File: src/rtl/gilbert_estimator.sv
// Gilbert channel parameter estimator: counts Good/Bad transitions over a window of
// accepted samples, then derives per-mille transition probabilities by serial division.
module gilbert_estimator #(
  parameter int unsigned WINDOW = 1000,
  parameter int unsigned CNT_W  = 16
) (
  input  logic        clk,
  input  logic        reset,
  input  logic        s_valid,
  input  logic        s_state,
  output logic        s_ready,
  output logic [9:0]  p_gb_est,
  output logic [9:0]  p_bg_est,
  output logic [15:0] max_burst,
  output logic        div0_gb,
  output logic        div0_bg,
  output logic        res_valid
);

  localparam int unsigned NUM_W  = CNT_W + 10;
  localparam int unsigned STEP_W = $clog2(NUM_W);

  localparam logic [CNT_W-1:0]  CNT_ONE   = CNT_W'(1);
  localparam logic [CNT_W-1:0]  WIN_LAST  = CNT_W'(WINDOW - 1);
  localparam logic [15:0]       RUN_ONE   = 16'd1;
  localparam logic [15:0]       RUN_MAX   = 16'hFFFF;
  localparam logic [NUM_W-1:0]  K_MILLE   = NUM_W'(1000);
  localparam logic [STEP_W-1:0] STEP_ONE  = STEP_W'(1);
  localparam logic [STEP_W-1:0] LAST_STEP = STEP_W'(NUM_W - 1);

  typedef enum logic [1:0] {MEASURE, DIV_GB, DIV_BG, PUBLISH} state_e;

  state_e             state_q;

  logic [CNT_W-1:0]   win_cnt_q;
  logic [CNT_W-1:0]   good_opp_q, good_opp_d;
  logic [CNT_W-1:0]   bad_opp_q,  bad_opp_d;
  logic [CNT_W-1:0]   gb_trans_q, gb_trans_d;
  logic [CNT_W-1:0]   bg_trans_q, bg_trans_d;
  logic               prev_state_q;
  logic               prev_valid_q;
  logic [15:0]        run_len_q,   run_len_d;
  logic [15:0]        burst_max_q, burst_max_d;

  logic [NUM_W-1:0]   num_q;
  logic [CNT_W-1:0]   den_q;
  logic [CNT_W-1:0]   rem_q;
  logic [STEP_W-1:0]  step_q;

  logic [9:0]         gb_res_q;
  logic               gb_zero_q;
  logic [9:0]         bg_res_q;
  logic               bg_zero_q;

  logic [9:0]         p_gb_q;
  logic [9:0]         p_bg_q;
  logic [15:0]        max_burst_q;
  logic               div0_gb_q;
  logic               div0_bg_q;
  logic               res_valid_q;

  logic               accept;
  logic               win_last;

  logic [CNT_W:0]     rem_sh;
  logic               fits;
  logic [CNT_W-1:0]   rem_next;
  logic [NUM_W-1:0]   num_step;
  logic               den_zero;
  logic               last_step;
  logic [NUM_W-1:0]   quot_full;
  logic [9:0]         quot_sat;

  assign s_ready  = (state_q == MEASURE);
  assign accept   = s_valid && s_ready;
  assign win_last = accept && (win_cnt_q == WIN_LAST);

  always_comb begin
    good_opp_d  = good_opp_q;
    bad_opp_d   = bad_opp_q;
    gb_trans_d  = gb_trans_q;
    bg_trans_d  = bg_trans_q;
    run_len_d   = run_len_q;
    burst_max_d = burst_max_q;
    if (accept) begin
      if (prev_valid_q) begin
        if (prev_state_q) begin
          good_opp_d = good_opp_q + CNT_ONE;
          if (!s_state) gb_trans_d = gb_trans_q + CNT_ONE;
        end else begin
          bad_opp_d = bad_opp_q + CNT_ONE;
          if (s_state) bg_trans_d = bg_trans_q + CNT_ONE;
        end
      end
      if (s_state) begin
        run_len_d = '0;
      end else if (run_len_q != RUN_MAX) begin
        run_len_d = run_len_q + RUN_ONE;
      end
      // Compared against the updated run so a burst still open at window end is counted.
      burst_max_d = (run_len_d > burst_max_q) ? run_len_d : burst_max_q;
    end
  end

  // One restoring-division step; the low CNT_W bits of the difference are exact since rem < den.
  always_comb begin
    rem_sh    = {rem_q, num_q[NUM_W-1]};
    fits      = (rem_sh >= {1'b0, den_q});
    rem_next  = fits ? (rem_sh[CNT_W-1:0] - den_q) : rem_sh[CNT_W-1:0];
    num_step  = {num_q[NUM_W-2:0], fits};
    den_zero  = (den_q == '0);
    last_step = (step_q == LAST_STEP);
    quot_full = den_zero ? '0 : num_step;
    quot_sat  = (quot_full >= K_MILLE) ? 10'd999 : quot_full[9:0];
  end

  always_ff @(posedge clk or negedge reset) begin
    if (!reset) begin
      win_cnt_q    <= '0;
      good_opp_q   <= '0;
      bad_opp_q    <= '0;
      gb_trans_q   <= '0;
      bg_trans_q   <= '0;
      prev_state_q <= 1'b0;
      prev_valid_q <= 1'b0;
      run_len_q    <= '0;
      burst_max_q  <= '0;
    end else begin
      if (win_last) begin
        win_cnt_q <= '0;
      end else if (accept) begin
        win_cnt_q <= win_cnt_q + CNT_ONE;
      end
      if (accept) begin
        prev_state_q <= s_state;
        prev_valid_q <= 1'b1;
      end
      run_len_q <= run_len_d;
      if (state_q == PUBLISH) begin
        good_opp_q  <= '0;
        bad_opp_q   <= '0;
        gb_trans_q  <= '0;
        bg_trans_q  <= '0;
        burst_max_q <= '0;
      end else begin
        good_opp_q  <= good_opp_d;
        bad_opp_q   <= bad_opp_d;
        gb_trans_q  <= gb_trans_d;
        bg_trans_q  <= bg_trans_d;
        burst_max_q <= burst_max_d;
      end
    end
  end

  // A zero denominator still walks every step so the result latency never varies.
  always_ff @(posedge clk or negedge reset) begin
    if (!reset) begin
      state_q     <= MEASURE;
      num_q       <= '0;
      den_q       <= '0;
      rem_q       <= '0;
      step_q      <= '0;
      gb_res_q    <= '0;
      gb_zero_q   <= 1'b0;
      bg_res_q    <= '0;
      bg_zero_q   <= 1'b0;
      p_gb_q      <= '0;
      p_bg_q      <= '0;
      max_burst_q <= '0;
      div0_gb_q   <= 1'b0;
      div0_bg_q   <= 1'b0;
      res_valid_q <= 1'b0;
    end else begin
      res_valid_q <= 1'b0;
      case (state_q)
        MEASURE: begin
          if (win_last) begin
            num_q   <= NUM_W'(gb_trans_d) * K_MILLE;
            den_q   <= good_opp_d;
            rem_q   <= '0;
            step_q  <= '0;
            state_q <= DIV_GB;
          end
        end
        DIV_GB: begin
          if (!den_zero) begin
            num_q <= num_step;
            rem_q <= rem_next;
          end
          step_q <= step_q + STEP_ONE;
          if (last_step) begin
            gb_res_q  <= quot_sat;
            gb_zero_q <= den_zero;
            num_q     <= NUM_W'(bg_trans_q) * K_MILLE;
            den_q     <= bad_opp_q;
            rem_q     <= '0;
            step_q    <= '0;
            state_q   <= DIV_BG;
          end
        end
        DIV_BG: begin
          if (!den_zero) begin
            num_q <= num_step;
            rem_q <= rem_next;
          end
          step_q <= step_q + STEP_ONE;
          if (last_step) begin
            bg_res_q  <= quot_sat;
            bg_zero_q <= den_zero;
            step_q    <= '0;
            state_q   <= PUBLISH;
          end
        end
        PUBLISH: begin
          p_gb_q      <= gb_res_q;
          p_bg_q      <= bg_res_q;
          div0_gb_q   <= gb_zero_q;
          div0_bg_q   <= bg_zero_q;
          max_burst_q <= burst_max_q;
          res_valid_q <= 1'b1;
          state_q     <= MEASURE;
        end
        default: state_q <= MEASURE;
      endcase
    end
  end

  assign p_gb_est  = p_gb_q;
  assign p_bg_est  = p_bg_q;
  assign max_burst = max_burst_q;
  assign div0_gb   = div0_gb_q;
  assign div0_bg   = div0_bg_q;
  assign res_valid = res_valid_q;

endmodule

File: config.mk
export PLATFORM = sky130hd
export DESIGN_NAME = gilbert_estimator
export DESIGN_NICKNAME = d
export VERILOG_FILES = /design/src/rtl/gilbert_estimator.sv
export SDC_FILE = /design/constraint.sdc
export NUM_CORES = 1
export LEC_CHECK = 0
export ABC_AREA = 1
export BUFFER_PORTS_ARGS = -buffer_cell sky130_fd_sc_hd__buf_2
export CORE_MARGIN = 10
export CORE_UTILIZATION = 40
export CTS_CLUSTER_SIZE = 24
export DETAILED_ROUTE_END_ITERATION = 8
export PLACE_DENSITY = 0.53
export REMOVE_ABC_BUFFERS = 1
export SLEW_MARGIN = 25
export SYNTH_ARGS = -nofsm -noshare
export SYNTH_HDL_FRONTEND = slang
export SYNTH_SLANG_ARGS = --single-unit
File: constraint.sdc
create_clock -name clk -period 9.3 [get_ports clk]
set_input_delay 0.93 -clock clk [delete_from_list [all_inputs] [get_ports clk]]
set_output_delay 0.93 -clock clk [all_outputs]
set_load 0.02 [all_outputs]
==> results of run 1 <==
per-stage QoR:
stage	setup slack, ns	area (sq um)	util
floorplan	3.859	19150	-
global placement	3.182	20190	0.4221
detailed placement	3.089	20200	0.4221
CTS	3.088	21310	0.4454
global route	2.624	21310	0.4455
finish	3.165	21310	0.4455
report_power, final:
group          internal, uW  switching [uW]
Combinational           492             876
Sequential             1100            53.0
Clock                   807             501
Total                  2400            1430
cell type report:
class	instances	area (sq um)
Sequential cell	240	6006
Clock buffer	39	844.6
Clock inverter	16	269.0
Inverter	409	1535
Multi-Input combinational cell	1893	11620
Tap cell	615	769.5
Timing Repair Buffer	49	274.0
Fill cell	4919	26530
placed cells by master, fill, tap and decap left out, drive strengths merged, types with 14 or more instances in the layout:
master,instances
o211ai,14
inv,408
buf,49
a21oi,100
nand2,740
nand3b,17
dfrtp,240
fa,105
nand3,183
xor2,44
nor3,38
o21ai,144
nand4,43
clkbuf,39
nor2,241
xnor2,16
ha,147
sequential cells by signal, indices dropped and copies added, names as in the netlist, 2 cells and up:
name	count
num_q	26
bad_opp_q	16
bg_trans_q	16
burst_max_q	16
den_q	16
gb_trans_q	16
good_opp_q	16
max_burst	16
rem_q	16
run_len_q	16
win_cnt_q	16
bg_res_q	10
gb_res_q	10
p_bg_est	10
p_gb_est	10
step_q	5
state_q	2
logic make-up after synthesis:
logic type,after synthesis,synth area share
simple gates,1284,0.2832
xor+xnor,60,0.02782
compound gates,296,0.08320
fa+ha+maj,252,0.2029
flops,240,0.3091
buf+inv,468,0.09325
mux,1,0.0005152
final timing paths:
check                                             start                        end
worst max-delay path             state_q[0]$_DFFE_PN0P_      num_q[24]$_DFFE_PN0P_
min in group clk                p_bg_est[2]$_DFFE_PN0P_    p_bg_est[2]$_DFFE_PN0P_
worst min-delay path                              reset  max_burst[14]$_DFFE_PN0P_
worst min register to register  p_bg_est[2]$_DFFE_PN0P_    p_bg_est[2]$_DFFE_PN0P_
max in group asynchronous                         reset    p_gb_est[8]$_DFFE_PN0P_
worst max register to register   state_q[0]$_DFFE_PN0P_      num_q[24]$_DFFE_PN0P_
per-layer routing:
| layer | vias up | track usage | wire length, um |
|---|---|---|---|
| met5 | - | 0 | 0 |
| met2 | 232 | 0.2819 | 22400 |
| met4 | 0 | 0.03240 | 824 |
| met3 | 58 | 0.02004 | 1486 |
| li1 | 8290 | - | - |
| met1 | 7823 | 0.2482 | 24310 |
==> metrics.csv, run 1 <==
metric;value;unit
status;finished, final reports clean;
initial antenna violation count;0;
flops & latches, synth;240;
overall global routing resource usage;0.1745;
setup TNS;0;ns
Final GP Congestion;0.8749;
DR DRC count;0;
Synth top cells by count;nand2_1 (729), inv_1 (395), dfrtp_1 (240);
most frequent cell after synthesis;nand2_1;
slew of the pin with the lowest slew margin;0.9118;ns
later-pin clock latency in the skew report;0.61;ns
dominant cells by area after synthesis;dfrtp_1 (31%), nand2_1 (14%), fa_1 (11%);
Synth cell types;53;
Clock H-tree levels;1;
wire length per cell;15.03;um
Period minus WS final;6.135;ns
asr flop ratio synth;1.000;
# resized after CTS;0;
CP arrival;6.63;ns
drt via density;5.030;
CP endpoint kind;register;
CTS Buf Count;30;
CP Buf/Inv Count;5;
port bufs;43;
CP Launch Type;register;
hold-fix buffers at CTS;0;
Worst Path Max Fanout;31;
Yosys top cell by area;dfrtp_1;
static leakage;0.01113;uW
Hold Path Class;input port to asynchronous set/reset pin;
yosys warns;0;
HPWL after DPL;37700;um
largest net degree at the start of global routing;106;
Post-CTS Setup Repair Bufs;0;
CTS max path bufs;3;
Layout area overhead;9.705;%
clock-pin slew on the worst setup and hold paths;0.07;ns
vias in the first global route;16290;
power density over the cells;179.7;nW/um^2
Core Region;47850;sq um
register area share after synthesis;0.3091;
CTS Root Cell;clkbuf_16;
CTS tree;yes;
CTS sink cnt;240;
worst rel slew slack;0.3921;
share of layout cells above drive strength 1;0.06085;
Peak supply drop;0.1791;mV
starting density of the core;0.4061;
top-area cell type share of the netlist area;0.3091;
RSZ-0062 raised after global routing;no;
Die Ht;240.4;um
flop2flop setup slack;3.16;ns
final hold vios;0;
Synth Instances;2601;
Post-Place Cells;3206;
Syn Area/Cell;7.470;sq um
Crit path depth;25;
Setup Skew;0.03291;ns
n_diodes;0;
dominant synthesized flop cell;dfrtp_1;
Die W;240.4;um
cell family with most CP delay;adder cells;
Period Utilization, post-route;0.6597;
total power;3831;uW
grt total ovfl;0;
I/O pins;44;
Worst path max stage delay;0.61;ns
final wirelength;49020;um
Hold Slack;0.3567;ns
Die ar.;57790;sq um
fin. max-slew vios;0;
achievable frequency;0.1630;GHz
Synth Cell Area;19430;sq um
CP required;9.79;ns
Slowest cell on crit path;fa_1;
Pre-antenna DRT Iters;8;
final std cells w/o fill;3261;
Vias;16400;
initial drt markers;928;
row cnt;80;
first-pass GRT wire length;83840;um
Final setup viols;0;
R2R cell count;25;
nets@finish;2879;
Max Cap Violations;0;
post-route ant nets;0;
Post-synth EDFFs;0;
Crit Path Class;register to register;
(Power assumes the default switching activity.)
==> run 2: changes to the inputs <==
--- a/config.mk
+++ b/config.mk
@@ -5,13 +5,13 @@
 export SDC_FILE = /design/constraint.sdc
 export NUM_CORES = 1
 export LEC_CHECK = 0
-export ABC_AREA = 1
+export ABC_AREA = 0
 export BUFFER_PORTS_ARGS = -buffer_cell sky130_fd_sc_hd__buf_2
 export CORE_MARGIN = 10
 export CORE_UTILIZATION = 40
 export CTS_CLUSTER_SIZE = 24
 export DETAILED_ROUTE_END_ITERATION = 8
-export PLACE_DENSITY = 0.53
+export PLACE_DENSITY = 0.55
 export REMOVE_ABC_BUFFERS = 1
 export SLEW_MARGIN = 25
 export SYNTH_ARGS = -nofsm -noshare
==> constraint.sdc (replaced) <==
create_clock -name clk -period 5.06 [get_ports clk]
set_input_delay 0.506 -clock clk [delete_from_list [all_inputs] [get_ports clk]]
set_output_delay 0.506 -clock clk [all_outputs]
set_load 0.02 [all_outputs]
==> run 2 against run 1 <==
Effect of this change:
- sequential share of layout area increased by 0.45 points
- setup slack lost 3.6 ns
- the flow now finishes with violations (negative setup slack)
- register-to-register slack got worse by 3.6 ns
- power grew 98%
- largest cell class unchanged
- sequential power up 83%
- clock power up 59%
- design area down 1.6%
==> metrics.csv, run 2 <==
metric;value;unit
largest reg by FF count;num_q;
Critical path origin;state_q[1]$_DFFE_PN0P_;
Vias;13340;
R2R cell count;25;
wire length per cell;15.37;um
cell family with most CP delay;adder cells;
Die W;228.2;um
CTS tree;yes;
fin util;0.4882;
Synth cell types;75;
CTS max path bufs;3;
final wirelength;40100;um
Clock H-tree levels;1;
drt via density;5.115;
Crit path depth;25;
Yosys top cell by area;dfrtp_1;
CP dominant cell by count;fa_1;
Period minus WS final;5.518;ns
overall global routing resource usage;0.1541;
Peak supply drop;0.3666;mV
most frequent cells in the layout;dfrtp_1 (240), buf_4 (176), nand2_1 (172);
Final GP Congestion;0.8548;
initial antenna violation count;0;
post-route ant nets;0;
total power;7589;uW
post-synthesis mux area share;0.05143;
Synth top cells by count;dfrtp_1 (240), nand2_1 (176), nor2_1 (173);
CTS Root Cell;clkbuf_16;
Pre-antenna DRT Iters;5;
final hold vios;0;
yosys warns;0;
RSZ-0062 raised after global routing;yes;
HPWL after DPL;29440;um
Layout area overhead;20.96;%
Max Cap Violations;0;
Hold Path Class;input port to register;
CP arrival;5.96;ns
Setup crit end;num_q[25]$_DFFE_PN0P_;
first-pass GRT wire length;68880;um
Synth Cell Area;17350;sq um
CTS sink cnt;240;
Slowest cell on crit path;fa_1;
fin. max-slew vios;0;
R2R Path End;num_q[25]$_DFFE_PN0P_;
later-pin clock latency in the skew report;0.56;ns
most frequent cell after synthesis;dfrtp_1;
Syn Area/Cell;9.648;sq um
asr flop ratio synth;1.000;
CP Launch Type;register;
Period Utilization, post-route;1.090;
worst rel slew slack;0.4400;
largest net degree at the start of global routing;144;
clock-pin slew on the worst setup and hold paths;0.06;ns
register area share after synthesis;0.3462;
starting density of the core;0.4036;
share of layout cells above drive strength 1;0.2095;
Final WS setup;-0.4578;ns
static leakage;0.01021;uW
achievable frequency;0.1812;GHz
failing checks;negative setup slack;
CP endpoint kind;register;
power density over the cells;361.7;nW/um^2
flops & latches, synth;240;
Die Ht;228.2;um
CP Buf/Inv Count;6;
flop2flop setup slack;-0.46;ns
Worst path max stage delay;0.54;ns
status;finished, violations left;
n_diodes;0;
Reg2Reg Launch Point;state_q[1]$_DFFE_PN0P_;
grt total ovfl;0;
Hold Slack;0.4388;ns
CTS Buf Count;29;
main combinational cell family by area after synthesis;adder cells;
dominant cells by area after synthesis;dfrtp_1 (35%), fa_1 (12%), ha_1 (11%);
I/O pins;44;
Largest register FFs;26;
post-synthesis compound-gate area fraction;0.1226;
port bufs;43;
Place WS;-0.8377;ns
Worst Path Max Fanout;4;
Post-synth EDFFs;0;
Crit Path Class;register to register;
nets@finish;2258;
Synth Area in XOR/XNOR;0.06203;
Design Area, Final;20980;sq um
top-area cell type share of the netlist area;0.3462;
CP required;5.50;ns
dominant synthesized flop cell;dfrtp_1;
Die ar.;52100;sq um
placed cell area;19300;sq um
initial drt markers;791;
vias in the first global route;13960;
simple-gate portion of the synthesized area;0.1401;
row cnt;76;
slew of the pin with the lowest slew margin;0.8400;ns
DR DRC count;0;
Final setup viols;13;
Setup Skew;0.01850;ns
most common library cell in the layout ignoring fill and taps;dfrtp_1;
adder-cell share of the synthesized area;0.2284;
Synth Instances;1798;
Core Region;42980;sq um
-- run 2: power by group --
| group | switching (uW) | total (uW) | internal [uW] |
|---|---|---|---|
| Clock | 842 | 2080 | 1240 |
| Combinational | 1750 | 3390 | 1640 |
| Sequential | 109 | 2120 | 2010 |
-- run 2: final cells by class --
type | count | area, sq um
clock buffers | 39 | 823.3
flip-flops and latches | 240 | 6006
clock inverters | 14 | 135.1
multi-input cells | 1334 | 11000
repair buffers | 227 | 1644
inverters | 170 | 638.1
well taps | 585 | 732.0
fillers | 4045 | 22000
-- run 2: worst min path at each step --
| stage | cells after the start | slack, ns | endpoint | start |
|---|---|---|---|---|
| global route | 4 | 0.46 | prev_valid_q$_DFFE_PN0P_ | s_valid |
| global placement | 2 | 0.46 | bg_res_q[9]$_DFFE_PN0P_ | bg_res_q[9]$_DFFE_PN0P_ |
| CTS | 4 | 0.41 | prev_valid_q$_DFFE_PN0P_ | s_valid |
| detailed placement | 1 | 0.47 | win_cnt_q[15]$_DFFE_PN0P_ | win_cnt_q[15]$_DFFE_PN0P_ |
| finish | 4 | 0.44 | prev_valid_q$_DFFE_PN0P_ | s_valid |
| floorplan | 0 | 0.21 | bad_opp_q[0]$_DFFE_PN0P_ | reset |
-- run 2: timing repair --
item | in CTS | in global routing
setup endpoints to repair | 16 | 17
setup buffers | 18 | 7
resized for setup | 79 | 41
hold endpoints to repair | 1 | 0
hold buffers | 1 | 0
pin swaps | 85 | 21
-- run 2: metal layers --
layer  global-route usage  vias to the layer above  part of all wire  wire length, um
met2               0.2618                      174              0.48            19420
met1               0.2028                     6558              0.46            18420
met5                    0                        -                 0                0
li1                     -                     6551                 -                -
met3              0.01911                       61             0.033             1323
met4              0.04374                        0             0.023              933
-- run 2: logic make-up (layout without fill, tap and decap cells) --
| family | count (synthesis) | in the layout |
|---|---|---|
| simple gates | 533 | 533 |
| compound gates | 341 | 341 |
| fa+ha+maj | 254 | 254 |
| flops | 240 | 240 |
| buf+inv | 224 | 450 |
| xor+xnor | 122 | 122 |
| mux | 84 | 84 |
-- run 2: stage by stage --
stage / setup TNS [ns] / std cells
after floorplan: -13.85 / 1744
after global placement: -7.625 / 2530
after detailed placement: -8.600 / 2530
after CTS: -4.154 / 2602
after global routing: -7.151 / 2609
final: -3.342 / 2609
-- run 2: worst reg2reg max path: stages, from the launching register on --
cell	delay [ns]
dfrtp_1	0.39
inv_2	0.09
ha_4	0.14
and4_4	0.20
nor2b_4	0.13
buf_6	0.14
nand2_4	0.09
nor2_4	0.13
nand3_2	0.10
xor2_2	0.22
inv_2	0.10
fa_1	0.54
inv_1	0.05
fa_1	0.49
fa_1	0.42
fa_1	0.49
inv_1	0.06
ha_4	0.16
or3_1	0.35
o21ai_2	0.16
o211ai_1	0.16
buf_4	0.17
nand4_1	0.10
and3_1	0.15
nor3_1	0.05
o32a_1	0.33
